## config.mk

```make
export PLATFORM = sky130hd
export DESIGN_NAME = ins_exec_rv32i_env_trap_flat
export DESIGN_NICKNAME = d
export VERILOG_FILES = /design/src/rtl/ins_exec_rv32i_env_trap_if.sv /design/src/rtl/ins_exec_rv32i_env_trap.sv /design/src/flat_wrapper.sv
export SDC_FILE = /design/constraint.sdc
export NUM_CORES = 1
export LEC_CHECK = 0
export ABC_AREA = 1
export BUFFER_PORTS_ARGS = -buffer_cell sky130_fd_sc_hd__buf_2
export CAP_MARGIN = 10
export CORE_MARGIN = 1
export CORE_UTILIZATION = 44
export DETAILED_ROUTE_END_ITERATION = 8
export HOLD_SLACK_MARGIN = 0.15
export PLACE_DENSITY = 0.79
export SLEW_MARGIN = 25
export SYNTH_ARGS = -nofsm -noshare
export SYNTH_HDL_FRONTEND = slang
export SYNTH_SLANG_ARGS = --single-unit
```

## constraint.sdc

```tcl
create_clock -name clk -period 1.2 [get_ports clk]
set_input_delay 0.18 -clock clk [delete_from_list [all_inputs] [get_ports clk]]
set_output_delay 0.18 -clock clk [all_outputs]
set_load 0.005 [all_outputs]
```

## src/rtl/ins_exec_rv32i_env_trap_if.sv

```systemverilog
// Core <-> environment/trap unit bus: instruction request, CSR write port, PC redirect and trap CSR views.
// Debug halt handshake signals exist only when ENV_TRAP_EBREAK_HALT_EN is defined.
interface ins_exec_rv32i_env_trap_if #(
    parameter int unsigned XLEN  = 32,
    parameter int unsigned CNT_W = 16
);
    logic             op;
    logic [6:0]       ins_dec_op;
    logic [2:0]       ins_dec_funct3;
    logic [XLEN-1:0]  imm_ext_ext;
    logic [XLEN-1:0]  reg_pc_val;
    logic             csr_w_op;
    logic [11:0]      csr_w_addr;
    logic [XLEN-1:0]  csr_w_val;
    logic             reg_pc_w_op;
    logic [XLEN-1:0]  reg_pc_w_val;
    logic             done;
    logic             busy;
    logic [XLEN-1:0]  mtvec;
    logic [XLEN-1:0]  mepc;
    logic [XLEN-1:0]  mcause;
    logic [CNT_W-1:0] trap_cnt;
`ifdef ENV_TRAP_EBREAK_HALT_EN
    logic             dbg_halted;
    logic             dbg_resume;
`endif

    modport master (
`ifdef ENV_TRAP_EBREAK_HALT_EN
        input  dbg_halted,
        output dbg_resume,
`endif
        output op, ins_dec_op, ins_dec_funct3, imm_ext_ext, reg_pc_val,
        output csr_w_op, csr_w_addr, csr_w_val,
        input  reg_pc_w_op, reg_pc_w_val, done, busy,
        input  mtvec, mepc, mcause, trap_cnt
    );

    modport slave (
`ifdef ENV_TRAP_EBREAK_HALT_EN
        output dbg_halted,
        input  dbg_resume,
`endif
        input  op, ins_dec_op, ins_dec_funct3, imm_ext_ext, reg_pc_val,
        input  csr_w_op, csr_w_addr, csr_w_val,
        output reg_pc_w_op, reg_pc_w_val, done, busy,
        output mtvec, mepc, mcause, trap_cnt
    );
endinterface

```

## src/rtl/ins_exec_rv32i_env_trap.sv

```systemverilog
// Machine-mode environment/trap unit: ECALL/EBREAK/illegal trap to mtvec, MRET back to mepc, trap counting.
// Define ENV_TRAP_EBREAK_HALT_EN to send EBREAK into a debug halt (dbg_halted/dbg_resume) instead of trapping.
module ins_exec_rv32i_env_trap #(
    parameter int unsigned     XLEN      = 32,
    parameter logic [XLEN-1:0] MTVEC_RST = '0,
    parameter int unsigned     CNT_W     = 16
) (
    input logic                      clk,
    input logic                      rst_n,
    ins_exec_rv32i_env_trap_if.slave bus
);

    typedef enum logic [2:0] {
        IDLE,
        SAVE,
        JUMP,
`ifdef ENV_TRAP_EBREAK_HALT_EN
        HALT,
`endif
        RET
    } state_t;

    localparam logic [6:0]  OPC_SYSTEM = 7'b1110011;
    localparam logic [11:0] CSR_MTVEC  = 12'h305;
    localparam logic [11:0] CSR_MEPC   = 12'h341;
    localparam logic [11:0] CSR_MCAUSE = 12'h342;
    localparam logic [3:0]  CAUSE_ECALL   = 4'd11;
    localparam logic [3:0]  CAUSE_EBREAK  = 4'd3;
    localparam logic [3:0]  CAUSE_ILLEGAL = 4'd2;

    state_t            state, state_nxt;
    logic              pc_w_op_q, pc_w_op_nxt;
    logic [XLEN-1:0]   pc_w_val_q, pc_w_val_nxt;
    logic              done_q, done_nxt;
    logic [XLEN-1:0]   mtvec_q, mtvec_nxt;
    logic [XLEN-1:0]   mepc_q, mepc_nxt;
    logic [XLEN-1:0]   mcause_q, mcause_nxt;
    logic [CNT_W-1:0]  cnt_q, cnt_nxt;
    logic [3:0]        cause_q, cause_nxt;
`ifdef ENV_TRAP_EBREAK_HALT_EN
    logic [XLEN-1:0]   halt_pc_q, halt_pc_nxt;
`endif

    logic hit, is_ecall, is_ebreak, is_mret;

    // done_q is still high in the cycle after a redirect, so a core that has not yet dropped op cannot retrigger
    assign hit       = bus.op && (bus.ins_dec_op == OPC_SYSTEM) && (bus.ins_dec_funct3 == 3'h0) && !done_q;
    assign is_ecall  = (bus.imm_ext_ext == '0);
    assign is_ebreak = (bus.imm_ext_ext == XLEN'(1));
    assign is_mret   = (bus.imm_ext_ext == XLEN'(12'h302));

    always_comb begin
        state_nxt    = state;
        pc_w_op_nxt  = 1'b0;
        pc_w_val_nxt = pc_w_val_q;
        done_nxt     = 1'b0;
        mtvec_nxt    = mtvec_q;
        mepc_nxt     = mepc_q;
        mcause_nxt   = mcause_q;
        cnt_nxt      = cnt_q;
        cause_nxt    = cause_q;
`ifdef ENV_TRAP_EBREAK_HALT_EN
        halt_pc_nxt  = halt_pc_q;
`endif

        if (bus.csr_w_op) begin
            case (bus.csr_w_addr)
                CSR_MTVEC:  mtvec_nxt  = {bus.csr_w_val[XLEN-1:2], 2'b00};
                CSR_MEPC:   mepc_nxt   = {bus.csr_w_val[XLEN-1:2], 2'b00};
                CSR_MCAUSE: mcause_nxt = bus.csr_w_val;
                default: ;
            endcase
        end

        // Trap bookkeeping below overrides any same-cycle CSR write to mepc/mcause
        unique case (state)
            IDLE: begin
                if (hit) begin
                    if (is_mret) begin
                        state_nxt = RET;
`ifdef ENV_TRAP_EBREAK_HALT_EN
                    end else if (is_ebreak) begin
                        state_nxt   = HALT;
                        halt_pc_nxt = bus.reg_pc_val;
`endif
                    end else begin
                        state_nxt = SAVE;
                        cause_nxt = is_ecall ? CAUSE_ECALL : (is_ebreak ? CAUSE_EBREAK : CAUSE_ILLEGAL);
                    end
                end
            end
            SAVE: begin
                mepc_nxt   = {bus.reg_pc_val[XLEN-1:2], 2'b00};
                mcause_nxt = XLEN'(cause_q);
                cnt_nxt    = cnt_q + CNT_W'(1);
                state_nxt  = JUMP;
            end
            JUMP: begin
                pc_w_op_nxt  = 1'b1;
                pc_w_val_nxt = mtvec_q;
                done_nxt     = 1'b1;
                state_nxt    = IDLE;
            end
            RET: begin
                pc_w_op_nxt  = 1'b1;
                pc_w_val_nxt = mepc_q;
                done_nxt     = 1'b1;
                state_nxt    = IDLE;
            end
`ifdef ENV_TRAP_EBREAK_HALT_EN
            HALT: begin
                if (bus.dbg_resume) begin
                    pc_w_op_nxt  = 1'b1;
                    pc_w_val_nxt = halt_pc_q + XLEN'(4);
                    done_nxt     = 1'b1;
                    state_nxt    = IDLE;
                end
            end
`endif
            default: state_nxt = IDLE;
        endcase
    end

    always_ff @(posedge clk or negedge rst_n) begin
        if (!rst_n) begin
            state      <= IDLE;
            pc_w_op_q  <= 1'b0;
            pc_w_val_q <= '0;
            done_q     <= 1'b0;
            mtvec_q    <= {MTVEC_RST[XLEN-1:2], 2'b00};
            mepc_q     <= '0;
            mcause_q   <= '0;
            cnt_q      <= '0;
            cause_q    <= '0;
`ifdef ENV_TRAP_EBREAK_HALT_EN
            halt_pc_q  <= '0;
`endif
        end else begin
            state      <= state_nxt;
            pc_w_op_q  <= pc_w_op_nxt;
            pc_w_val_q <= pc_w_val_nxt;
            done_q     <= done_nxt;
            mtvec_q    <= mtvec_nxt;
            mepc_q     <= mepc_nxt;
            mcause_q   <= mcause_nxt;
            cnt_q      <= cnt_nxt;
            cause_q    <= cause_nxt;
`ifdef ENV_TRAP_EBREAK_HALT_EN
            halt_pc_q  <= halt_pc_nxt;
`endif
        end
    end

    assign bus.reg_pc_w_op  = pc_w_op_q;
    assign bus.reg_pc_w_val = pc_w_val_q;
    assign bus.done         = done_q;
    assign bus.busy         = (state != IDLE);
    assign bus.mtvec        = mtvec_q;
    assign bus.mepc         = mepc_q;
    assign bus.mcause       = mcause_q;
    assign bus.trap_cnt     = cnt_q;
`ifdef ENV_TRAP_EBREAK_HALT_EN
    assign bus.dbg_halted   = (state == HALT);
`endif

endmodule

```

## src/flat_wrapper.sv

```systemverilog
// flat-port wrapper written by rule: the top's interface ports become plain ports
module ins_exec_rv32i_env_trap_flat 
#(
    parameter int unsigned     XLEN      = 32,
    parameter logic [XLEN-1:0] MTVEC_RST = '0,
    parameter int unsigned     CNT_W     = 16
)
  (clk, rst_n, bus_op, bus_ins_dec_op, bus_ins_dec_funct3, bus_imm_ext_ext, bus_reg_pc_val, bus_csr_w_op, bus_csr_w_addr, bus_csr_w_val, bus_reg_pc_w_op, bus_reg_pc_w_val, bus_done, bus_busy, bus_mtvec, bus_mepc, bus_mcause, bus_trap_cnt);
  ins_exec_rv32i_env_trap_if #(.XLEN(XLEN), .CNT_W(CNT_W)) bus_i ();
  input logic clk;
  input logic rst_n;
  input wire logic [$bits(bus_i.op)-1:0] bus_op;
  input wire logic [$bits(bus_i.ins_dec_op)-1:0] bus_ins_dec_op;
  input wire logic [$bits(bus_i.ins_dec_funct3)-1:0] bus_ins_dec_funct3;
  input wire logic [$bits(bus_i.imm_ext_ext)-1:0] bus_imm_ext_ext;
  input wire logic [$bits(bus_i.reg_pc_val)-1:0] bus_reg_pc_val;
  input wire logic [$bits(bus_i.csr_w_op)-1:0] bus_csr_w_op;
  input wire logic [$bits(bus_i.csr_w_addr)-1:0] bus_csr_w_addr;
  input wire logic [$bits(bus_i.csr_w_val)-1:0] bus_csr_w_val;
  output wire logic [$bits(bus_i.reg_pc_w_op)-1:0] bus_reg_pc_w_op;
  output wire logic [$bits(bus_i.reg_pc_w_val)-1:0] bus_reg_pc_w_val;
  output wire logic [$bits(bus_i.done)-1:0] bus_done;
  output wire logic [$bits(bus_i.busy)-1:0] bus_busy;
  output wire logic [$bits(bus_i.mtvec)-1:0] bus_mtvec;
  output wire logic [$bits(bus_i.mepc)-1:0] bus_mepc;
  output wire logic [$bits(bus_i.mcause)-1:0] bus_mcause;
  output wire logic [$bits(bus_i.trap_cnt)-1:0] bus_trap_cnt;
  assign bus_i.op = bus_op;
  assign bus_i.ins_dec_op = bus_ins_dec_op;
  assign bus_i.ins_dec_funct3 = bus_ins_dec_funct3;
  assign bus_i.imm_ext_ext = bus_imm_ext_ext;
  assign bus_i.reg_pc_val = bus_reg_pc_val;
  assign bus_i.csr_w_op = bus_csr_w_op;
  assign bus_i.csr_w_addr = bus_csr_w_addr;
  assign bus_i.csr_w_val = bus_csr_w_val;
  assign bus_reg_pc_w_op = bus_i.reg_pc_w_op;
  assign bus_reg_pc_w_val = bus_i.reg_pc_w_val;
  assign bus_done = bus_i.done;
  assign bus_busy = bus_i.busy;
  assign bus_mtvec = bus_i.mtvec;
  assign bus_mepc = bus_i.mepc;
  assign bus_mcause = bus_i.mcause;
  assign bus_trap_cnt = bus_i.trap_cnt;
  ins_exec_rv32i_env_trap #(.XLEN(XLEN), .MTVEC_RST(MTVEC_RST), .CNT_W(CNT_W)) u_core (.clk(clk), .rst_n(rst_n), .bus(bus_i));
endmodule
```

* After elaboration in Yosys (flattened, before gate mapping)
Cells that the tools add are included.
Word-level totals: flip-flop bits (word level) 150, input bits 122, output and inout bits 147, logic and storage cells 50
Operators by class: bitwise operators 1, $add $sub $neg 1, multiplexer cells 13, equality and inequality tests 10, reduce and logical (&&, ||, !) cells 17
Operators by type and width (number):
- 32-bit 2-to-1 mux | 6
- 32-bit case mux with 2 select lines | 1
- 12-bit by 10-bit equality test with 1-bit output, second input constant | 3
- 32-bit by 1-bit equality test with 1-bit output, second input constant | 1
- 32-bit by 10-bit equality test with 1-bit output, second input constant | 1
- 32-bit zero test | 1
- 16-bit by 1-bit adder with 16-bit output, second input constant | 1
- 2-bit nonzero test | 4
- 7-bit equality test, second input constant | 1
- 3-bit by 2-bit equality test with 1-bit output, second input constant | 2
- 3-bit zero test | 2
- 3-bit case mux with 2 select lines | 1
- 2-bit AND reduction | 3
- 4-bit 2-to-1 mux | 1
- 3-bit by 1-bit equality test with 1-bit output, second input constant | 1
- 1-bit logical AND | 3
- 3-bit 2-to-1 mux | 1
- 3-bit AND reduction | 1
- 3-bit nonzero test | 1
- 1-bit 2-to-1 mux | 2
- 2-bit 2-to-1 mux | 1
- 2-bit by 1-bit != test with 1-bit output, second input constant | 1
- 2-bit OR reduction | 1
- 1-bit zero test | 1
- 1-bit NOT | 1

* Longest topological paths before layout
word-level depth 6, mapped depth 10

* Least setup slack after synthesis
OpenSTA, ideal clock, no wires.
path kind flip-flop to flip-flop, start point register u_core.state[1], end point register u_core.cnt_q[10], in the netlist u_core.bus.trap_cnt[10], buffers on the path 1, slack -0.147 ns, data required time 1.078 ns, setup time 0.122 ns, arrival 1.226 ns, stages on the path, launching flop included 9, path through dfrtp_1 inv_2 nand2_4 buf_6 nor2_4 nand2_2 nor2_4 nand2_1 xor2_1
On the way: cells in the longest elaborated chain, start to end 1
RTL lines:
- from (decl) | RTL line ins_exec_rv32i_env_trap.sv:31 | state_t state, state_nxt;
- from (signal assigned) | RTL line ins_exec_rv32i_env_trap.sv:139 | state <= state_nxt;
- 3-bit by 1-bit equality test with 1-bit output | RTL line ins_exec_rv32i_env_trap.sv:76 | unique case (state)
- to (signal assigned) | RTL line ins_exec_rv32i_env_trap.sv:146 | cnt_q <= cnt_nxt;
- to (decl) | RTL line ins_exec_rv32i_env_trap.sv:38 | logic [CNT_W-1:0] cnt_q, cnt_nxt;
No other way between the ends. A chain may end at the register's enable or synchronous reset.

* Final worst setup path
start point register u_core.state[0], end point output bus_busy
On the way: cells in the longest elaborated chain, start to end 1
RTL lines:
- 3-bit nonzero test | RTL line ins_exec_rv32i_env_trap.sv:157 | assign bus.busy = (state != IDLE);
- to (decl) | RTL line flat_wrapper.sv:23 | output wire logic [$bits(bus_i.busy)-1:0] bus_busy;
No other way between the ends.

==> flow_summary.ini <==
[status]
status = finished with violations
violations = design-rule violations, negative setup slack

[timing]
maxSlewViolCount = 0
setup_slack_ps = -253
clock.fmax_ghz = 0.688
fin_skew_ps = 4.44
fin_crit_ps = 1450
hold_viol_final = 0
fin_crit_sh_pct = 121
rsz0062_at_grt = true
tns_ps = -12810
setup_viol = 103

[critical_path]
critPathCaptureType = output port
crit_buf_inv = 3
worstPathMaxFanout = 2
cp_top_family = flip-flops
cp.depth = 4
arrival_ps = 1270
worstPathRequired_ps = 1020
start_kind = register
crit_type = reg -> out
crit_chain = buf_6, nor2_4, inv_2, buf_6
max_stage_delay_ps = 410
cp_slowest_cell = dfrtp_2
worstRegToRegCells = 8
crit_top_cell = buf_6

[pwr]
seqPwrFrac_pct = 44.0
leakagePower_nw = 5.61
p_sw_mw = 2.59
swShare_pct = 22.9
power.internal_mw = 8.72
clkPwrFrac_pct = 48.2
p_per_area_mw_per_mm2 = 1040
p_comb_share_pct = 7.8
ir_worst_vdd_mv = 0.933

[cells_and_area]
final_util_pct = 74.2
layout.nets = 1339
drive_gt1_share_pct = 39.6
design_area_mm2 = 0.0109
area_growth_pct = 63.9

[detailed_routing]
num_vias = 7328
first_pass_iters = 9
ant_nets = 0
via_per_inst = 5.18
remaining_drc_errors = 30
routedWlPerCell_um = 17.4
drt_iter0_markers = 548
routed_wl_mm = 24.6

[yosys]
syn_area_mm2 = 0.00663
synth_cells = 830
yosys_warnings = 0
yosysUniqueCellTypes = 30
ys_seq_area_share_pct = 54.3
syn_avg_cell_area_um2 = 7.99
ys_ff_latch = 144

[cts]
cts.clk_slew.worst_paths_ps = 60
numCtsBuffers = 17
clock_sinks = 144
clk_latency_ps = 420
cts_tree = built
clk_root_buffer_cell = clkbuf_16
ctsLongestPathBuffers = 2
cts_htree_levels = 4

[place]
hpwl_mm = 13.3
port_buffers = 260
dpl-instance-area_mm2 = 0.00836
gp_congestion = 0.821

[grt]
grt_pass1_wl_mm = 33.9
gr-usage-all-layers_pct = 27.8
overflow = 0
grt_pass1_vias = 6792
grt_antenna_before_repair = 1
grt_max_degree = 61

[die]
die_x_um = 125
rows = 44
core_mm2 = 0.0146
die_y_um = 125
ioPinCount = 269
dieArea_mm2 = 0.0156
start_util_pct = 45.3

[worst_hold_path]
min_path_cells = 4
hp-class = in -> reg

[job]
max_cap_viol_count = 0
==> routing by layer <==
| metal | share of wire (%) | global-route usage [%] |
|---|---|---|
| met2 | 51 | 48.5 |
| met4 | 5.1 | 14.7 |
| met5 | 0 | 0 |
| met1 | 37 | 32.7 |
| met3 | 7.1 | 4.64 |
==> layout make-up <==
class	instances	area (µm²)
multi-input cells	557	2920
fillers	1004	3780
flip-flops and latches	144	3600
well taps	184	230
inverters	88	343
clock buffers	24	502
diodes	1	2.50
clock inverters	8	101
repair buffers	408	3170
==> repair_timing <==
item | 4_1_cts | 5_1_grt
resized for setup | 56 | 160
hold endpoints to repair | 234 | 0
setup endpoints to repair | 105 | 115
hold buffers | 63 | 0
gates cloned | 5 | 18
pin swaps | 6 | 23
setup buffers | 18 | 9
==> stage by stage <==
stage          hold WS (ps)  setup WS [ps]  cells  power [mW]
2_1_floorplan          -116           -141    835        5.24
3_3_place_gp          -18.7           -167   1273        5.69
3_5_place_dp          -17.4           -218   1273        5.70
4_1_cts                 162           -211   1390        11.2
5_1_grt                 181           -318   1414        11.6
6_report                171           -253   1414        11.3
==> synth_stat cells <==
master,n,area [µm²]
o21a_1,1,7.51
inv_2,3,11.3
and2_0,1,6.26
dfrtp_1,144,3600
o211ai_1,1,7.51
a21oi_1,32,160
clkbuf_2,1,5.00
nor2_4,5,56.3
ha_1,1,12.5
nand2_4,1,11.3
buf_2,13,65.1
or2_2,1,6.26
a31oi_1,2,12.5
nand4_1,6,37.5
clkbuf_1,17,63.8
xor2_1,7,61.3
nor3_2,1,10.0
buf_1,1,3.75
nand3_1,14,70.1
nand2_1,285,1070
o21ai_1,10,50.1
buf_4,11,82.6
inv_1,85,319
nor3_1,5,25.0
nor2_1,59,221
conb_1,1,3.75
buf_6,3,33.8
nand2_2,3,18.8
xnor2_1,4,35.0
o21ai_0,112,561
==> placed cells by master (no fill, tap or decap), drive strengths merged <==
cell type and n:
nand4 6, dfrtp 144, clkinv 3, o21a 1, nor3 6, and2 1
inv 88, buf 332, xor2 7, nand2 289, diode 1, o211ai 1
a21oi 32, clkinvlp 3, xnor2 4, o21ai 122, clkbuf 37, ha 1
or2 1, dlygate4sd3 63, nand3 14, bufinv 2, nor2 64, conb 6
a31oi 2
==> logic make-up after synthesis <==
family                   after synthesis  synth area share, %
AO/OA/AOI/OAI                        158                 12.0
XOR/XNOR                              11                 1.45
adder cells (fa/ha/maj)                1                0.189
buffers and inverters                134                 8.81
flip-flops                           144                 54.3
other                                  1               0.0565
AND/OR/NAND/NOR                      381                 23.1
==> final timing paths <==
kind / endpoint / slack, ps / start
setup reg to reg: u_core.bus.mepc[28] / -240 / u_core.state[0]
hold reg to reg: u_core.cause_q[1] / 450 / u_core.cause_q[1]
min in group asynchronous: u_core.bus.mepc[7] / 300 / rst_n
setup / recovery: bus_busy / -250 / u_core.state[0]
max in group asynchronous: u_core.bus.mtvec[9] / 370 / rst_n
hold / removal: u_core.bus.mcause[0] / 170 / bus_csr_w_val[0]
==> worst register-to-register path, delay by kind of cell, from the launching register on <==
kind                   cells  cell delay (ps)
and+or+nand+nor            3              250
DFF                        1              410
buffers and inverters      4              600
AOI/OAI and AO/OA          1               60
==> power groups by stage <==
stage | sequential, mW | combinational (mW) | clock [mW]
after floorplan | 5.06 | 0.177 | 0
after global placement | 5.06 | 0.633 | 0
after detailed placement | 5.06 | 0.644 | 0
after CTS | 4.97 | 0.818 | 5.45
after global routing | 4.98 | 0.968 | 5.68
final | 4.98 | 0.882 | 5.45
==> flip-flops by register name, indices dropped and copies added (netlist names) <==
register / flops
u_core.bus.mcause: 32
u_core.bus.mepc: 30
u_core.bus.mtvec: 30
u_core.bus.reg_pc_w_op: 1
u_core.bus.reg_pc_w_val: 30
u_core.bus.trap_cnt: 16
u_core.cause_q: 3
u_core.state: 2
Power figures use the tool's default switching activity.
